## config.mk

```make
export PLATFORM = sky130hd
export DESIGN_NAME = frq_div_prog
export DESIGN_NICKNAME = d
export VERILOG_FILES = /design/src/rtl/frq_div_prog_pkg.sv /design/src/rtl/frq_mod_cnt.sv /design/src/rtl/frq_div_prog.sv
export SDC_FILE = /design/constraint.sdc
export NUM_CORES = 1
export LEC_CHECK = 0
export CORE_AREA = 8 8 94 96
export DETAILED_ROUTE_END_ITERATION = 12
export DIE_AREA = 0 0 102 104
export HOLD_SLACK_MARGIN = 0.08
export SYNTH_ARGS = -nofsm -noshare
export SYNTH_HDL_FRONTEND = slang
export SYNTH_SLANG_ARGS = --single-unit
```

## constraint.sdc

```tcl
create_clock -name mclk -period 2.8 [get_ports mclk]
set_input_delay 0.84 -clock mclk [delete_from_list [all_inputs] [get_ports mclk]]
set_output_delay 0.84 -clock mclk [all_outputs]
set_load 0.01 [all_outputs]
```

## src/rtl/frq_div_prog_pkg.sv

```systemverilog
// frq_div_prog_pkg: mode encodings, 50 MHz board default ratios and the ratio-to-limit helper
package frq_div_prog_pkg;
  typedef enum logic [1:0] {FRQ_MODE_0, FRQ_MODE_1, FRQ_MODE_2, FRQ_MODE_3} frq_mode_e;
  localparam int unsigned DEF_DIV0 = 10;
  localparam int unsigned DEF_DIV1 = 100;
  localparam int unsigned DEF_DIV2 = 1000;
  localparam int unsigned DEF_DIV3 = 50000000;
  localparam int unsigned DEF_SUB_DIV = 10;
  function automatic int unsigned div_lim(input int unsigned div);
    return (div == 0) ? 0 : div - 1;
  endfunction
endpackage

```

## src/rtl/frq_mod_cnt.sv

```systemverilog
// frq_mod_cnt: modulo counter 0..lim; in mclk/rst/en/sclr/lim, out wrap (en-qualified terminal pulse)
module frq_mod_cnt
  import frq_div_prog_pkg::*;
#(
  parameter int W = 8
) (
  input  logic         mclk,
  input  logic         rst,
  input  logic         en,
  input  logic         sclr,
  input  logic [W-1:0] lim,
  output logic         wrap
);
  logic [W-1:0] cnt;
  assign wrap = en && !sclr && cnt == lim;
  always_ff @(posedge mclk or posedge rst)
    if (rst) cnt <= '0;
    else if (sclr) cnt <= '0;
    else if (en) cnt <= (cnt == lim) ? '0 : cnt + 1'b1;
endmodule

```

## src/rtl/frq_div_prog.sv

```systemverilog
// frq_div_prog: runtime-selectable mclk divider; in rst/en/sclr/mode, out tick/clk_sq/sub_tick/mode_act
module frq_div_prog
  import frq_div_prog_pkg::*;
#(
  parameter int          CNT_W   = 27,
  parameter int unsigned DIV0    = DEF_DIV0,
  parameter int unsigned DIV1    = DEF_DIV1,
  parameter int unsigned DIV2    = DEF_DIV2,
  parameter int unsigned DIV3    = DEF_DIV3,
  parameter int unsigned SUB_DIV = DEF_SUB_DIV
) (
  input  logic       mclk,
  input  logic       rst,
  input  logic       en,
  input  logic       sclr,
  input  logic [1:0] mode,
  output logic       tick,
  output logic       clk_sq,
  output logic       sub_tick,
  output logic [1:0] mode_act
);
  localparam int SUB_W = $clog2(SUB_DIV + 1);
  logic [CNT_W-1:0] lim;
  logic wrap, sub_wrap;
  always_comb
    lim = mode_act == FRQ_MODE_0 ? CNT_W'(div_lim(DIV0)) :
          mode_act == FRQ_MODE_1 ? CNT_W'(div_lim(DIV1)) :
          mode_act == FRQ_MODE_2 ? CNT_W'(div_lim(DIV2)) : CNT_W'(div_lim(DIV3));
  frq_mod_cnt #(.W(CNT_W)) u_main (
    .mclk(mclk), .rst(rst), .en(en), .sclr(sclr), .lim(lim), .wrap(wrap)
  );
  // sub stage advances only on main terminal cycles, so its wrap coincides with a tick
  frq_mod_cnt #(.W(SUB_W)) u_sub (
    .mclk(mclk), .rst(rst), .en(wrap), .sclr(sclr), .lim(SUB_W'(SUB_DIV - 1)), .wrap(sub_wrap)
  );
  // mode_act only changes at a terminal count (cnt wraps to 0) or on sclr, so cnt never exceeds lim
  always_ff @(posedge mclk or posedge rst)
    if (rst) begin
      tick <= 1'b0;
      sub_tick <= 1'b0;
      clk_sq <= 1'b0;
      mode_act <= FRQ_MODE_0;
    end else begin
      tick <= wrap;
      sub_tick <= sub_wrap;
      clk_sq <= sclr ? 1'b0 : clk_sq ^ wrap;
      mode_act <= (sclr || wrap) ? mode : mode_act;
    end
endmodule

```

==> summary by stage <==
Drt
Using the TritonRoute via totals, the vias-per-cell ratio works out to between 5 and 6. The number of nets with antenna violations after routing is 0. The first detailed-routing pass took 6 iterations.

After detailed routing, the total wire length is 4.931 mm. The starting DRC count in detailed routing is 82. The final routed DRC violation total is 0. The total via count after detailed routing is about 1800. Dividing the detail-routed wire length by the instance count gives around 14 um.

Clocking
TritonCTS built the clock tree. The buffer type at the clock tree root is sky130_fd_sc_hd__clkbuf_8. For the worst-skew pair, the clock arrives at the later sink with an insertion delay of between 0.2 and 0.3 ns.

The number of setup buffers added after CTS is 0. CTS built an H-tree with a depth of 2. Clock-pin slew was measured on the worst setup and hold paths at 0.07 ns. The total of hold buffers inserted after clock tree synthesis is 0. The largest buffer count on any clock path is 2. Once the clock tree was built, the resizer swapped 0 gates to a different size. The CTS buffer count is 5. The clock net sink count is 36.

STA
Derived from the worst setup path, the maximum achievable clock frequency is about 380 MHz. The final number of hold-violating endpoints is 0. The max-slew violation count was 0.

The time the final worst path needs with I/O delays and setup is roughly 2.6 ns. In the final timing run, aggregate negative setup slack is 0 ns. Setup violations remaining at the end of the flow were counted as 0. The fraction of the cycle the final worst path needs is between 90% and 100%.

Clock skew on the completed layout was measured at around 0.0054 ns. For the pin with the worst max-slew slack, the measured transition is 0.5178 ns. Setup repair after global routing left no endpoint under its margin. Once routing completed, OpenROAD measured the worst setup slack at 0.1609 ns. Headroom to the max-slew limit came out at roughly 65%.

Cells and area
The number of antenna diodes in the final layout is 0. The count of non-filler cells in the finished layout is 358. The ratio of cells with drive above 1 in the final layout is about a tenth. After filler insertion, the fill cell instance count of the layout stands at between 700 and 800. The signed area change from the synthesized netlist to the final layout is 16.67%. At the end of the flow, the number of nets in the layout was between 200 and 300. The multi-input logic area is roughly 1200 sq um.

Registers take 902.1 sq um.

Floorplanning
The I/O pin count is 11. The die is slightly above 100 um wide. The floorplan die height is between 100 and 150 um. The die covers about 11000 sq um.

The count of standard-cell rows is 32. The starting utilization of the core area is 28.83%. The core outline area is about 7400 sq um.

Synthesis
The largest area contributor in the synthesized netlist is sky130_fd_sc_hd__dfrtp_1. After synthesis, the share of flip-flops with an asynchronous set or reset is 100.0%. Of the post-synthesis cell area, the dominant cell type holds around two fifths. The sequential fraction of the synthesis area is around two fifths. Counting every net in the synthesized netlist gives around 250. For this run, the leading register cell type out of synthesis is sky130_fd_sc_hd__dfrtp_1.

The post-synthesis cell count is between 200 and 250. The mean area per synthesized cell is between 8 and 9 sq um. By count the netlist is led by sky130_fd_sc_hd__dfrtp_1 (36), sky130_fd_sc_hd__nand2_1 (21), sky130_fd_sc_hd__nor2_1 (17), sky130_fd_sc_hd__a21oi_1 (16), sky130_fd_sc_hd__inv_1 (15). Yosys attributes the largest share of cell area to sky130_fd_sc_hd__dfrtp_1 (42%), sky130_fd_sc_hd__ha_1 (4.1%), sky130_fd_sc_hd__a21oi_1 (3.7%).

In this run the cell area of the synthesized design comes to ~2100 sq um. During synthesis, Yosys emitted a total of 0 warnings. The number of different library cells used by synthesis comes to 45. In this run, synthesis produced a sequential element count of 36. The count of flip-flops with a built-in enable after synthesis is 0. Yosys instantiated no cell more often than sky130_fd_sc_hd__dfrtp_1.

Worst hold path
For hold timing, the worst endpoint is clk_sq$_DFF_PP0_. The min-delay analysis places its worst path in the category reg2reg. The number of stages on the worst hold path is 2. The hold path startpoint is clk_sq$_DFF_PP0_.

Place
The placed instance count is ~350. The detailed placement HPWL is around 3.4 mm. In this run the tool buffered the top-level ports with 10 buffer cells. The final RePlAce weighted congestion is 0.7663. The worst slack at placement is 0.06389 ns.

Global route
For this run, the total global-route usage over all layers was measured as under 10%. The number of global-route vias before repair is between 1500 and 2000. The residual overflow from global routing is 0. Entering global routing, the biggest net connects 37 pins. The global routing stage identified its most utilized layer as met2. The number of antenna violations at the first check in global routing came to 0.

The routing usage on met2 is ~16%. The first global-routing pass estimated roughly 8.7 mm of wire. For met3 alone, demand over resource in global routing was approximately 2.7%. Global routing used about an eighth of the available met1 tracks.

Setup path
The worst setup path is launched from a flip-flop. The data required time at the worst endpoint is slightly below 3 ns. The cell depth of the worst flop-to-flop path is 9. Data on the critical path arrives at its endpoint at roughly 2.8 ns.

Of all nets on the critical path, the largest fanout is 27. STA classifies the critical path endpoint as a flip-flop. The critical path is of the reg2reg type. The worst register-to-register path has a setup slack of 0.16 ns. The end of the worst register-to-register path is u_main.cnt[14]$_DFFE_PP0P_. The worst register-to-register path begins at mode_act[0]$_DFFE_PP0P_.

Job
The max-capacitance violation count is 0.

Pwr
The power density over cell area is approximately 400 nW/um^2. The highest ir drop seen on vdd is between 0.15 and 0.2 mV. The leakage dissipation is approximately 1.1 nW. Power comes to about 1.0 mW.

Run status
The run finished with clean final reports.
cell type report:
class | count | share of cell area [%]
clock inverters | 1 | 0.1998
repair buffers | 19 | 7.193
inverters | 15 | 2.248
multi-input cells | 179 | 46.35
well taps | 102 | 5.095
clock buffers | 6 | 2.897
flip-flops and latches | 36 | 36.01
worst max-delay path, stage by stage (launching register included):
cell	delay, ns
sky130_fd_sc_hd__dfrtp_1	0.42
sky130_fd_sc_hd__inv_1	0.08
sky130_fd_sc_hd__ha_1	0.31
sky130_fd_sc_hd__xor2_1	0.23
sky130_fd_sc_hd__nand4_1	0.12
sky130_fd_sc_hd__or4_4	0.47
sky130_fd_sc_hd__o21a_1	0.27
sky130_fd_sc_hd__buf_12	0.19
sky130_fd_sc_hd__and3_1	0.17
sky130_fd_sc_hd__a211o_1	0.26
cells in the final DEF (no fill, tap or decap), types with 3 or more instances in the layout:
master                             n
sky130_fd_sc_hd__buf_4             8
sky130_fd_sc_hd__nand2_1          21
sky130_fd_sc_hd__dfrtp_1          35
sky130_fd_sc_hd__nand4_1          12
sky130_fd_sc_hd__and4_1            3
sky130_fd_sc_hd__ha_1              6
sky130_fd_sc_hd__mux2i_1           6
sky130_fd_sc_hd__clkbuf_8          5
sky130_fd_sc_hd__o21ai_0          11
sky130_fd_sc_hd__a21oi_1          16
sky130_fd_sc_hd__clkdlybuf4s50_1  10
sky130_fd_sc_hd__nand3_1          11
sky130_fd_sc_hd__nor2_1           17
sky130_fd_sc_hd__a221o_1           4
sky130_fd_sc_hd__a21o_1            7
sky130_fd_sc_hd__and3_1            6
sky130_fd_sc_hd__inv_1            15
sky130_fd_sc_hd__nor3_1           11
sky130_fd_sc_hd__or3_1            10
sky130_fd_sc_hd__nor4_1            3
report_power, final:
group | leakage (nW) | switching, mW | total (mW) | internal, mW
clock network | 0.0410 | 0.182 | 0.351 | 0.169
registers | 0.496 | 0.00880 | 0.535 | 0.526
logic | 0.529 | 0.0733 | 0.124 | 0.0511
total | 1.07 | 0.264 | 1.01 | 0.746
sequential cells by signal, indices dropped and copies added (netlist names):
register	cells
tick	1
clk_sq	1
u_sub.cnt	4
u_main.cnt	27
mode_act	2
sub_tick	1
kinds of logic (layout without fill, tap and decap cells):
kind of cell    after synthesis  after routing  synth area share [%]
simple gates                107            107                 27.57
compound gates               53             53                 16.49
buf+inv                      24             41                 4.429
mux                           8              8                 3.846
fa+ha+maj                     7              7                 4.079
xor+xnor                      4              4                 1.632
flops                        36             36                 41.96
per-layer routing:
metal  wire, um  share of wire [%]  vias to the layer above
li1           -                  -                      906
met1       2351                 48                      873
met2       2371                 48                       26
met3        184                3.7                        2
met4         23               0.47                        0
met5          0                  0                        -
through the flow:
stage | utilization [%] | hold slack (ns) | cell area [sq um]
floorplan | - | 0.4950 | 2147
global placement | 32.44 | 0.5325 | 2416
detailed placement | 32.44 | 0.5400 | 2416
CTS | 33.48 | 0.5575 | 2494
global route | 33.64 | 0.5793 | 2505
finish | 33.64 | 0.5481 | 2505
worst max path at each step:
stage / from / endpoint / slack [ns] / cells after the start
2_1_floorplan: mode_act[0]$_DFFE_PP0P_ / u_sub.cnt[3]$_DFFE_PP0P_ / 0.40 / 8
3_3_place_gp: mode_act[1]$_DFFE_PP0P_ / u_main.cnt[12]$_DFFE_PP0P_ / 0.11 / 7
3_5_place_dp: mode_act[1]$_DFFE_PP0P_ / u_main.cnt[14]$_DFFE_PP0P_ / 0.06 / 7
4_1_cts: mode_act[1]$_DFFE_PP0P_ / u_main.cnt[14]$_DFFE_PP0P_ / 0.05 / 7
5_1_grt: mode_act[0]$_DFFE_PP0P_ / u_main.cnt[14]$_DFFE_PP0P_ / 0.008 / 9
6_report: mode_act[0]$_DFFE_PP0P_ / u_main.cnt[14]$_DFFE_PP0P_ / 0.16 / 9
Note: power is estimated with default switching activity, not from simulation.
